## config.mk

```make
export PLATFORM = sky130hd
export DESIGN_NAME = fcw_sequencer
export DESIGN_NICKNAME = d
export VERILOG_FILES = /design/src/rtl/fcw_sequencer.sv
export SDC_FILE = /design/constraint.sdc
export NUM_CORES = 1
export LEC_CHECK = 0
export CAP_MARGIN = 20
export CORE_MARGIN = 4
export CORE_UTILIZATION = 52
export CTS_BUF_LIST = sky130_fd_sc_hd__clkbuf_16
export DETAILED_ROUTE_END_ITERATION = 10
export PLACE_DENSITY = 0.8
export SYNTH_ARGS = -nofsm -noshare
export SYNTH_HDL_FRONTEND = slang
export SYNTH_SLANG_ARGS = --single-unit
```

## constraint.sdc

```tcl
create_clock -name clk -period 4.3 [get_ports clk]
set_input_delay 1.075 -clock clk [delete_from_list [all_inputs] [get_ports clk]]
set_output_delay 1.075 -clock clk [all_outputs]
set_load 0.02 [all_outputs]
```

## src/rtl/fcw_sequencer.sv

```systemverilog
// fcw_sequencer: walks four frequency control words held in an external RAM,
// presenting each to the NCO for a programmable number of clk cycles.
module fcw_sequencer #(
  parameter int               DUR_W       = 26,
  parameter logic [DUR_W-1:0] NOTE_CYCLES = 26'd62_500_000
) (
  input  logic             clk,
  input  logic             rst,
  input  logic             play,
  input  logic             next,
  input  logic             dur_wr_en,
  input  logic [DUR_W-1:0] dur_in,
  output logic [1:0]       ram_addr,
  output logic             ram_rd_en,
  input  logic [23:0]      ram_d_out,
  output logic [23:0]      fcw,
  output logic             fcw_valid,
  output logic [1:0]       note_idx,
  output logic             note_start
);

  typedef enum logic [1:0] {
    IDLE  = 2'd0,
    FETCH = 2'd1,
    LATCH = 2'd2,
    PLAY  = 2'd3
  } state_t;

  state_t           state_r, state_s;
  logic [1:0]       idx_r, idx_s;
  logic [23:0]      fcw_r, fcw_s;
  logic             valid_r, valid_s;
  logic             start_r, start_s;
  logic [DUR_W-1:0] cnt_r, cnt_s;
  logic [DUR_W-1:0] dur_r;

  // A zero duration would underflow the counter, so it is stored as one cycle.
  function automatic logic [DUR_W-1:0] clamp_dur(input logic [DUR_W-1:0] d);
    if (d == {DUR_W{1'b0}}) begin
      clamp_dur = DUR_W'(1'b1);
    end else begin
      clamp_dur = d;
    end
  endfunction

  // Next-state and next-value logic; play low always wins over everything else.
  always_comb begin
    state_s = state_r;
    idx_s   = idx_r;
    fcw_s   = fcw_r;
    valid_s = valid_r;
    start_s = 1'b0;
    cnt_s   = cnt_r;
    case (state_r)
      IDLE: begin
        if (play) begin
          state_s = FETCH;
        end else begin
          state_s = IDLE;
        end
      end
      FETCH: begin
        if (!play) begin
          state_s = IDLE;
          valid_s = 1'b0;
        end else begin
          state_s = LATCH;
        end
      end
      LATCH: begin
        if (!play) begin
          state_s = IDLE;
          valid_s = 1'b0;
        end else begin
          state_s = PLAY;
          fcw_s   = ram_d_out;
          valid_s = 1'b1;
          start_s = 1'b1;
          cnt_s   = dur_r - DUR_W'(1'b1);
        end
      end
      PLAY: begin
        if (!play) begin
          state_s = IDLE;
          valid_s = 1'b0;
        end else if ((cnt_r == {DUR_W{1'b0}}) || next) begin
          state_s = FETCH;
          idx_s   = idx_r + 2'd1;
        end else begin
          cnt_s   = cnt_r - DUR_W'(1'b1);
        end
      end
      default: begin
        state_s = IDLE;
        valid_s = 1'b0;
      end
    endcase
  end

  // Sequencer state and the values presented to the NCO.
  always_ff @(posedge clk or negedge rst) begin
    if (!rst) begin
      state_r <= IDLE;
      idx_r   <= 2'd0;
      fcw_r   <= 24'd0;
      valid_r <= 1'b0;
      start_r <= 1'b0;
      cnt_r   <= {DUR_W{1'b0}};
    end else begin
      state_r <= state_s;
      idx_r   <= idx_s;
      fcw_r   <= fcw_s;
      valid_r <= valid_s;
      start_r <= start_s;
      cnt_r   <= cnt_s;
    end
  end

  // Duration register; a new value is only picked up by the next LATCH.
  always_ff @(posedge clk or negedge rst) begin
    if (!rst) begin
      dur_r <= NOTE_CYCLES;
    end else if (dur_wr_en) begin
      dur_r <= clamp_dur(dur_in);
    end else begin
      dur_r <= dur_r;
    end
  end

  assign ram_rd_en  = (state_r == FETCH);
  assign ram_addr   = idx_r;
  assign note_idx   = idx_r;
  assign fcw        = fcw_r;
  assign fcw_valid  = valid_r;
  assign note_start = start_r;

endmodule

```

==> results.toml, run 1 <==
[power]
p_clk_share_pct = 26.5
switching_power_mw = 1.06
cellPowerDensity_nw_per_um2 = 545
cellInternalPower_mw = 2.08
seq_power_share_pct = 42.4
switching_share_pct = 33.8
leakagePower_nw = 2.15
p_comb_share_pct = 31.1
peakVddDrop_uv = 378
finalPower_mw = 3.14

[routing]
drtIter0Drc = 327
drt-vias-per-instance = 6.29
final_antenna_net_count = 0
wl_um = 11800
num_vias = 3863
wl_per_cell_um = 19.3
drtPass1Iterations = 5
drc = 0

[global_route]
grt_pass1_vias = 4034
gr-total-overflow = 0
grt_usage_pct = 24.8
grt_max_degree = 83
antenna_found_initial = 0
grt_pass1_wl_um = 19800

[yosys]
yosysMostFrequentCell = "dfrtp_1"
synthSimpleGateAreaFrac_pct = 15.1
synth_top_area_share_pct = 38.5
ys_async_sr_fraction_pct = 100
ys.flop_type = "dfrtp_1"
syn-cell-area_um2 = 4480
synth-xor-area-share_pct = 5.47
avgSynthCellArea_um2 = 10.5
synthMuxAreaShare_pct = 13.7
synth-compound-area-share_pct = 15.3
netlist_top_cells_area = "dfrtp_1 39%, mux2_2 13%, dfstp_2 7.6%"
synthesis.nets = 484
ys_warn_count = 0
ys_seq_elements = 82
synthAdderAreaFrac_pct = 1.12
synth_cells = 425
seq_area_frac_synth_pct = 46.2
synth.distinct_cells = 61
synth_top_family_by_area = "compound AO/OA/AOI/OAI gates"
yosys.area.top_type = "dfrtp_1"
synth_common_cells = "69 x dfrtp_1, 50 x mux2_2, 37 x nor2_1"
synth_edf_count = 0

[critical_path]
cp.arrival_ns = 3.63
crit_fanout = 31
startpoint_type = "register"
crit_start = "state_r[0]"
cp.required_ns = 4.52
rr_startpoint = "state_r[0]"
cp-end-kind = "register"
critPathKind = "register to register"

[clock_tree]
cts_hold_buf = 0
insertion_delay_ns = 0.34
clk_path_buf_depth = 2
cts_made_buffers = 9
tritoncts = "done"
clkSinkCount = 82
htreeDepth = 3
clk_pin_slew_ns = 0.06
post-cts-setup-buffers = 0
root_buffer = "clkbuf_16"
cts_resized = 0

[final_layout]
n_fill_cell = 601
diodes = 0
final_layout_size_suffix_gt1_share_pct = 19.3
synthToLayoutAreaGrowth_pct = 28.7
finalNetCount = 563

[floorplanning]
die_w_um = 101
start_util_pct = 54.0
die_h_um = 101
fp.coreArea_um2 = 8300
ios = 86
die_area_um2 = 10200
row_count = 33

[timing]
slew-limit-headroom_pct = 49.7
hold_viol = 0
period_share_pct = 79.4
period_needed_ns = 3.41
slew_violations = 0
rsz0062_at_grt = "no"
finalSetupViolCount = 0
clock.fmax_mhz = 293
tns_ns = 0
tightest_slew_ns = 0.754
skew_ns = 0.00823

[worst_hold_path]
hold_class = "register to register"
min_from = "fcw[4]"

[placement]
place.port_buffers = 85
dp.final_hpwl_um = 8430
place_congestion = 0.927

[outcome]
status = "completed"

[job]
maxCapViolations = 0
[power groups by stage]
stage,clock (mW),combinational (mW),sequential (mW)
2_1_floorplan,0,0.426,1.40
3_3_place_gp,0,0.944,1.32
3_5_place_dp,0,0.971,1.33
4_1_cts,0.840,0.981,1.32
5_1_grt,0.872,1.06,1.37
6_report,0.832,0.978,1.33
[cell families (layout without fill, tap and decap cells)]
kind of cell / count (synthesis) / in the layout
AND/OR/NAND/NOR: 125 / 125
multiplexers: 55 / 55
XOR/XNOR: 28 / 28
adder cells (fa/ha/maj): 4 / 4
buffers and inverters: 32 / 116
AO/OA/AOI/OAI: 99 / 99
flip-flops: 82 / 82
[layout by cell type, fill, tap and decap left out, types with 3 or more instances in the layout]
master / count
a21boi_0: 3
nor3b_1: 3
dfrtp_1: 69
o31ai_1: 6
o22ai_1: 5
or4_1: 4
o31a_1: 3
nand4_1: 3
a21oi_1: 29
ha_1: 4
xnor2_1: 12
clkbuf_16: 9
mux2i_1: 4
nand2_1: 16
xor2_1: 16
mux2_2: 50
or3_1: 8
inv_1: 7
o21a_1: 3
nand3_1: 4
buf_4: 7
a221oi_1: 13
nor4_1: 12
dfstp_2: 13
nor3_1: 25
o21ai_0: 15
clkdlybuf4s50_1: 84
nor2_1: 37
[flip-flops by register name, summed over array words and instances, names as in the netlist]
name and flops:
cnt_r 26, dur_r 26, fcw 24, note_idx 2, state_r 2, fcw_valid 1
note_start 1
[through the flow]
step                      util, %  worst slack [ns]  cell area [um^2]  hold slack [ns]  instances
final                        69.5             0.887              5770            0.506        614
after global placement       65.0              1.01              5390            0.480        596
after floorplan                 -             0.501              4480            0.486        425
after CTS                    68.8             0.963              5710            0.509        612
after global routing         69.5             0.619              5770            0.521        614
after detailed placement     65.0             0.951              5390            0.495        596
[layer usage]
| layer | track usage, % | vias to the layer above | wire length [um] |
|---|---|---|---|
| met4 | 10.2 | 0 | 312 |
| met2 | 38.9 | 220 | 5480 |
| li1 | - | 1748 | - |
| met3 | 9.00 | 30 | 1310 |
| met1 | 30.9 | 1865 | 4750 |
| met5 | 0 | - | 0 |
[worst max-delay path, cell delays in order (launching register included)]
cell and delay (ns):
dfrtp_1 0.39, ha_1 0.66, buf_4 0.36, inv_1 0.27, nor3_1 0.27, a21bo_2 0.45
nand2_1 0.47, a21oi_1 0.14, a221oi_1 0.27
[cell type report]
type	instances	area, um^2	area share [%]
Clock buffer	9	225	3.91
Clock inverter	7	92.6	1.61
Inverter	7	26.3	0.456
Multi-Input combinational cell	311	2270	39.4
Sequential cell	82	2070	35.9
Tap cell	105	131	2.28
Timing Repair Buffer	93	948	16.4
[final timing paths]
kind                              to  slack (ns)  cells after the start
hold / removal                fcw[4]        0.51                      1
setup / recovery            cnt_r[2]        0.89                      8
min in group asynchronous  cnt_r[10]        0.60                      1
max in group asynchronous  dur_r[24]        3.05                      2
hold reg to reg               fcw[4]        0.51                      1
setup reg to reg            cnt_r[2]        0.89                      8
Power figures use the tool's default switching activity.
==> inputs of run 2 (changes only) <==
- clock period: 4.3 -> 3.3 ns (I/O delays scaled with it)
==> run 2 against run 1 <==
  * Sequential power rose by 31%
  * Clock power rose by 24%
  * Hold slack got worse by 0.21 ns
  * Wire length rose by 2.0%
  * Critical path depth fell by 1
  * Non-clock buffer count rose by 9
  * Largest power group unchanged
  * Clock-buffer cell count did not move
==> results.toml, run 2 (synthesis results as in run 1) <==
[outcome]
status = "completed"

[global_route]
grt_usage_pct = 24.4
grt_pass1_vias = 3845
gr-total-overflow = 0
antenna_found_initial = 0
grt_pass1_wl_um = 19300
grt_max_degree = 83

[timing]
tns_ns = 0
tightest_slew_ns = 0.590
period_share_pct = 89.7
holdWs_ns = 0.298
skew_ns = 0.00500
worst_slack_ns = 0.341
finalSetupViolCount = 0
hold_viol = 0
slew-limit-headroom_pct = 60.1
period_needed_ns = 2.96
rsz0062_at_grt = "no"
slew_violations = 0
clock.fmax_mhz = 338

[power]
peakVddDrop_uv = 494
cellInternalPower_mw = 2.64
switching_power_mw = 1.40
p_comb_share_pct = 31.6
seq_power_share_pct = 43.0
p_clk_share_pct = 25.4
cellPowerDensity_nw_per_um2 = 697
switching_share_pct = 34.6
leakagePower_nw = 2.17

[clock_tree]
cts_made_buffers = 9
clk_path_buf_depth = 2
cts_hold_buf = 0
post-cts-setup-buffers = 0
insertion_delay_ns = 0.34
root_buffer = "clkbuf_16"
htreeDepth = 3
clk_pin_slew_ns = 0.06
cts_resized = 0
tritoncts = "done"
clkSinkCount = 82

[final_layout]
synthToLayoutAreaGrowth_pct = 29.5
final_cell_mix = "84 x clkdlybuf4s50_1, 69 x dfrtp_1, 50 x mux2_2"
multiInputGateArea_um2 = 2280
n_fill_cell = 594
finalNetCount = 572
seq_area_um2 = 2070
final_layout_size_suffix_gt1_share_pct = 21.2
layout_commonest_cell = "clkdlybuf4s50_1"
diodes = 0

[routing]
drt-vias-per-instance = 6.20
drc = 0
wl_per_cell_um = 19.4
final_antenna_net_count = 0
drtPass1Iterations = 5
drtIter0Drc = 315
num_vias = 3863
wl_um = 12100

[critical_path]
startpoint_type = "register"
cp_slowest_cell = "nor4b_1"
crit_family = "simple AND/OR/NAND/NOR gates"
cp-end-kind = "register"
crit_fanout = 18
cp.arrival_ns = 3.21
critPathKind = "register to register"
cp.required_ns = 3.55
path_buf_inv = 0
path_cells = "ha_2, nor4b_1, o221ai_2, nor4_4, nand2_1, xor2_1, a211oi_2"
max_stage_delay_ns = 0.55

[floorplanning]
ios = 86
die_area_um2 = 10200
start_util_pct = 54.0
fp.coreArea_um2 = 8300
row_count = 33
die_w_um = 101
die_h_um = 101

[worst_hold_path]
hold_class = "primary input to async pin"

[job]
maxCapViolations = 0

[placement]
place_congestion = 0.912
place.port_buffers = 85
dp_slack_ns = 0.168
dp.final_hpwl_um = 8510
-- run 2: worst paths after layout --
kind	from	end	slack, ns	cells after the start
max	state_r[0]	cnt_r[21]	0.34	7
min	rst	cnt_r[10]	0.30	1
max reg2reg	state_r[0]	cnt_r[21]	0.34	7
min reg2reg	note_idx[1]	note_idx[1]	0.49	1
max in group asynchronous	rst	dur_r[19]	2.38	2
min in group clk	note_idx[1]	note_idx[1]	0.49	1
-- run 2: layout make-up --
| cell class | instances | share of cell area, % |
|---|---|---|
| Timing Repair Buffer | 102 | 17.2 |
| Sequential cell | 82 | 35.7 |
| Clock buffer | 9 | 3.88 |
| Multi-Input combinational cell | 311 | 39.2 |
| Clock inverter | 7 | 1.32 |
| Tap cell | 105 | 2.27 |
| Inverter | 7 | 0.453 |
-- run 2: routing by layer --
metal	vias to the layer above	GRT usage, %	wire (um)
met5	-	0	0
met4	0	8.91	249
met3	24	7.89	1250
met2	202	38.4	5640
met1	1859	31.7	4940
li1	1778	-	-
-- run 2: power by group through the flow --
stage,sequential [mW],clock (mW),combinational (mW)
after floorplan,1.82,0,0.557
after global placement,1.71,0,1.24
after detailed placement,1.73,0,1.27
after CTS,1.72,1.04,1.28
after global routing,1.78,1.09,1.39
final,1.74,1.03,1.28
-- run 2: per-stage QoR --
step                power [mW]  instances  utilization (%)  cell area [um^2]
floorplan                 2.38        425                -              4490
global placement          2.95        606             65.9              5470
detailed placement        3.00        606             65.9              5470
CTS                       4.04        622             69.5              5770
global route              4.26        623             69.9              5800
finish                    4.04        623             69.9              5800
==> inputs of run 3 (changes only) <==
- CORE_UTILIZATION: 52 -> 56
- PLACE_DENSITY: 0.8 -> 0.85
- clock period: 3.3 -> 3.6 ns (I/O delays scaled with it)
==> run 3 against run 2 <==
  * Critical path depth up 1
  * Via count up 1.0%
  * Setup slack worse by 0.22 ns
  * Sequential power down 8%
  * Hold slack better by 0.21 ns
  * Clock power about the same
  * Design area down 0.78%
  * Die area down 6.6%
  * Global-route usage up 0.31 points
  * Non-clock buffer count down 9
  * Sequential cell count unchanged
  * Maximum frequency down 15%
==> results.toml, run 3 (synthesis results as in run 1) <==
[outcome]
status = "completed"

[timing]
worst_slack_ns = 0.123
skew_ns = 0.00748
clock.fmax_mhz = 288
tns_ns = 0
rsz0062_at_grt = "no"
period_needed_ns = 3.48
tightest_slew_ns = 0.701
period_share_pct = 96.6
slew-limit-headroom_pct = 52.6
holdWs_ns = 0.506
hold_viol = 0
slew_violations = 0
finalSetupViolCount = 0

[critical_path]
cp.required_ns = 3.85
path_cells = "ha_1, buf_4, nor4_1, o221ai_2, nor4_4, nand2_1, xor2_1, a211oi_2"
path_buf_inv = 1
crit_cells = 8
cp_slowest_cell = "nor4_1"
max_stage_delay_ns = 0.61
crit_family = "simple AND/OR/NAND/NOR gates"
reg2reg_depth = 8
cp-end-kind = "register"
startpoint_type = "register"
critPathKind = "register to register"
cp.arrival_ns = 3.72
crit_fanout = 28

[routing]
wl_um = 11700
final_antenna_net_count = 0
drtPass1Iterations = 5
drtIter0Drc = 360
drc = 0
drt-vias-per-instance = 6.39
num_vias = 3903
wl_per_cell_um = 19.2

[placement]
place_congestion = 0.914
dp.final_hpwl_um = 8120
placed_area_um2 = 5400
dp_slack_ns = 0.315
place.port_buffers = 85

[final_layout]
multiInputGateArea_um2 = 2270
diodes = 0
fin_util_pct = 74.1
n_fill_cell = 531
final_layout_size_suffix_gt1_share_pct = 19.6
synthToLayoutAreaGrowth_pct = 28.5
final_cell_mix = "84 x clkdlybuf4s50_1, 69 x dfrtp_1, 50 x mux2_2"
seq_area_um2 = 2070
design_area_um2 = 5750
layout_commonest_cell = "clkdlybuf4s50_1"
finalNetCount = 563

[global_route]
gr-total-overflow = 0
grt_usage_pct = 24.8
antenna_found_initial = 0
grt_max_degree = 83
grt_pass1_wl_um = 19100
grt_pass1_vias = 3850

[clock_tree]
cts_hold_buf = 0
tritoncts = "done"
cts_resized = 0
clk_path_buf_depth = 2
insertion_delay_ns = 0.34
clkSinkCount = 82
cts_made_buffers = 9
clk_pin_slew_ns = 0.06
htreeDepth = 3
root_buffer = "clkbuf_16"
post-cts-setup-buffers = 0

[power]
leakagePower_nw = 2.15
cellPowerDensity_nw_per_um2 = 656
peakVddDrop_uv = 444

[job]
maxCapViolations = 0

[floorplanning]
row_count = 32
ios = 86
die_w_um = 97.4
fp.coreArea_um2 = 7770
die_area_um2 = 9490
die_h_um = 97.4
start_util_pct = 57.7

[worst_hold_path]
hold_class = "register to register"
hold_depth = 1
[run 3: final timing paths]
| path | slack (ns) | end | startpoint |
|---|---|---|---|
| worst max register to register | 0.12 | cnt_r[21] | state_r[0] |
| worst min-delay path | 0.51 | fcw[8] | fcw[8] |
| max in group asynchronous | 2.42 | dur_r[20] | rst |
| worst max-delay path | 0.12 | cnt_r[21] | state_r[0] |
| worst min register to register | 0.51 | fcw[8] | fcw[8] |
| min in group asynchronous | 0.52 | cnt_r[16] | rst |
[run 3: layout make-up]
type	count	area share, %
clock buffer	9	3.91
sequential	82	35.9
multi-input combinational	311	39.5
timing repair buffer	93	16.1
tap	102	2.22
clock inverter	7	1.83
inverter	7	0.457
[run 3: routing by layer]
| metal | up-vias | global-route usage (%) | share of wire, % |
|---|---|---|---|
| met2 | 205 | 41.9 | 49 |
| met3 | 28 | 4.88 | 7.7 |
| li1 | 1759 | - | - |
| met1 | 1911 | 31.9 | 41 |
| met4 | 0 | 7.99 | 2.0 |
| met5 | - | 0 | 0 |
[run 3: power breakdown]
| group | switching (mW) | internal (mW) | leakage [nW] |
|---|---|---|---|
| Sequential | 0.347 | 1.25 | 0.972 |
| Clock | 0.398 | 0.620 | 0.159 |
| Combinational | 0.539 | 0.625 | 1.02 |
| Total | 1.28 | 2.49 | 2.15 |
[run 3: through the flow]
stage	cells	total power, mW
6_report	611	3.78
5_1_grt	611	3.96
4_1_cts	610	3.78
3_5_place_dp	594	2.75
3_3_place_gp	594	2.68
2_1_floorplan	425	2.18
[run 3: worst register-to-register path, cell delays in order, from the launching register on]
cell	delay, ns
dfrtp_1	0.42
ha_1	0.45
buf_4	0.35
nor4_1	0.62
o221ai_2	0.36
nor4_4	0.58
nand2_1	0.18
xor2_1	0.20
a211oi_2	0.24
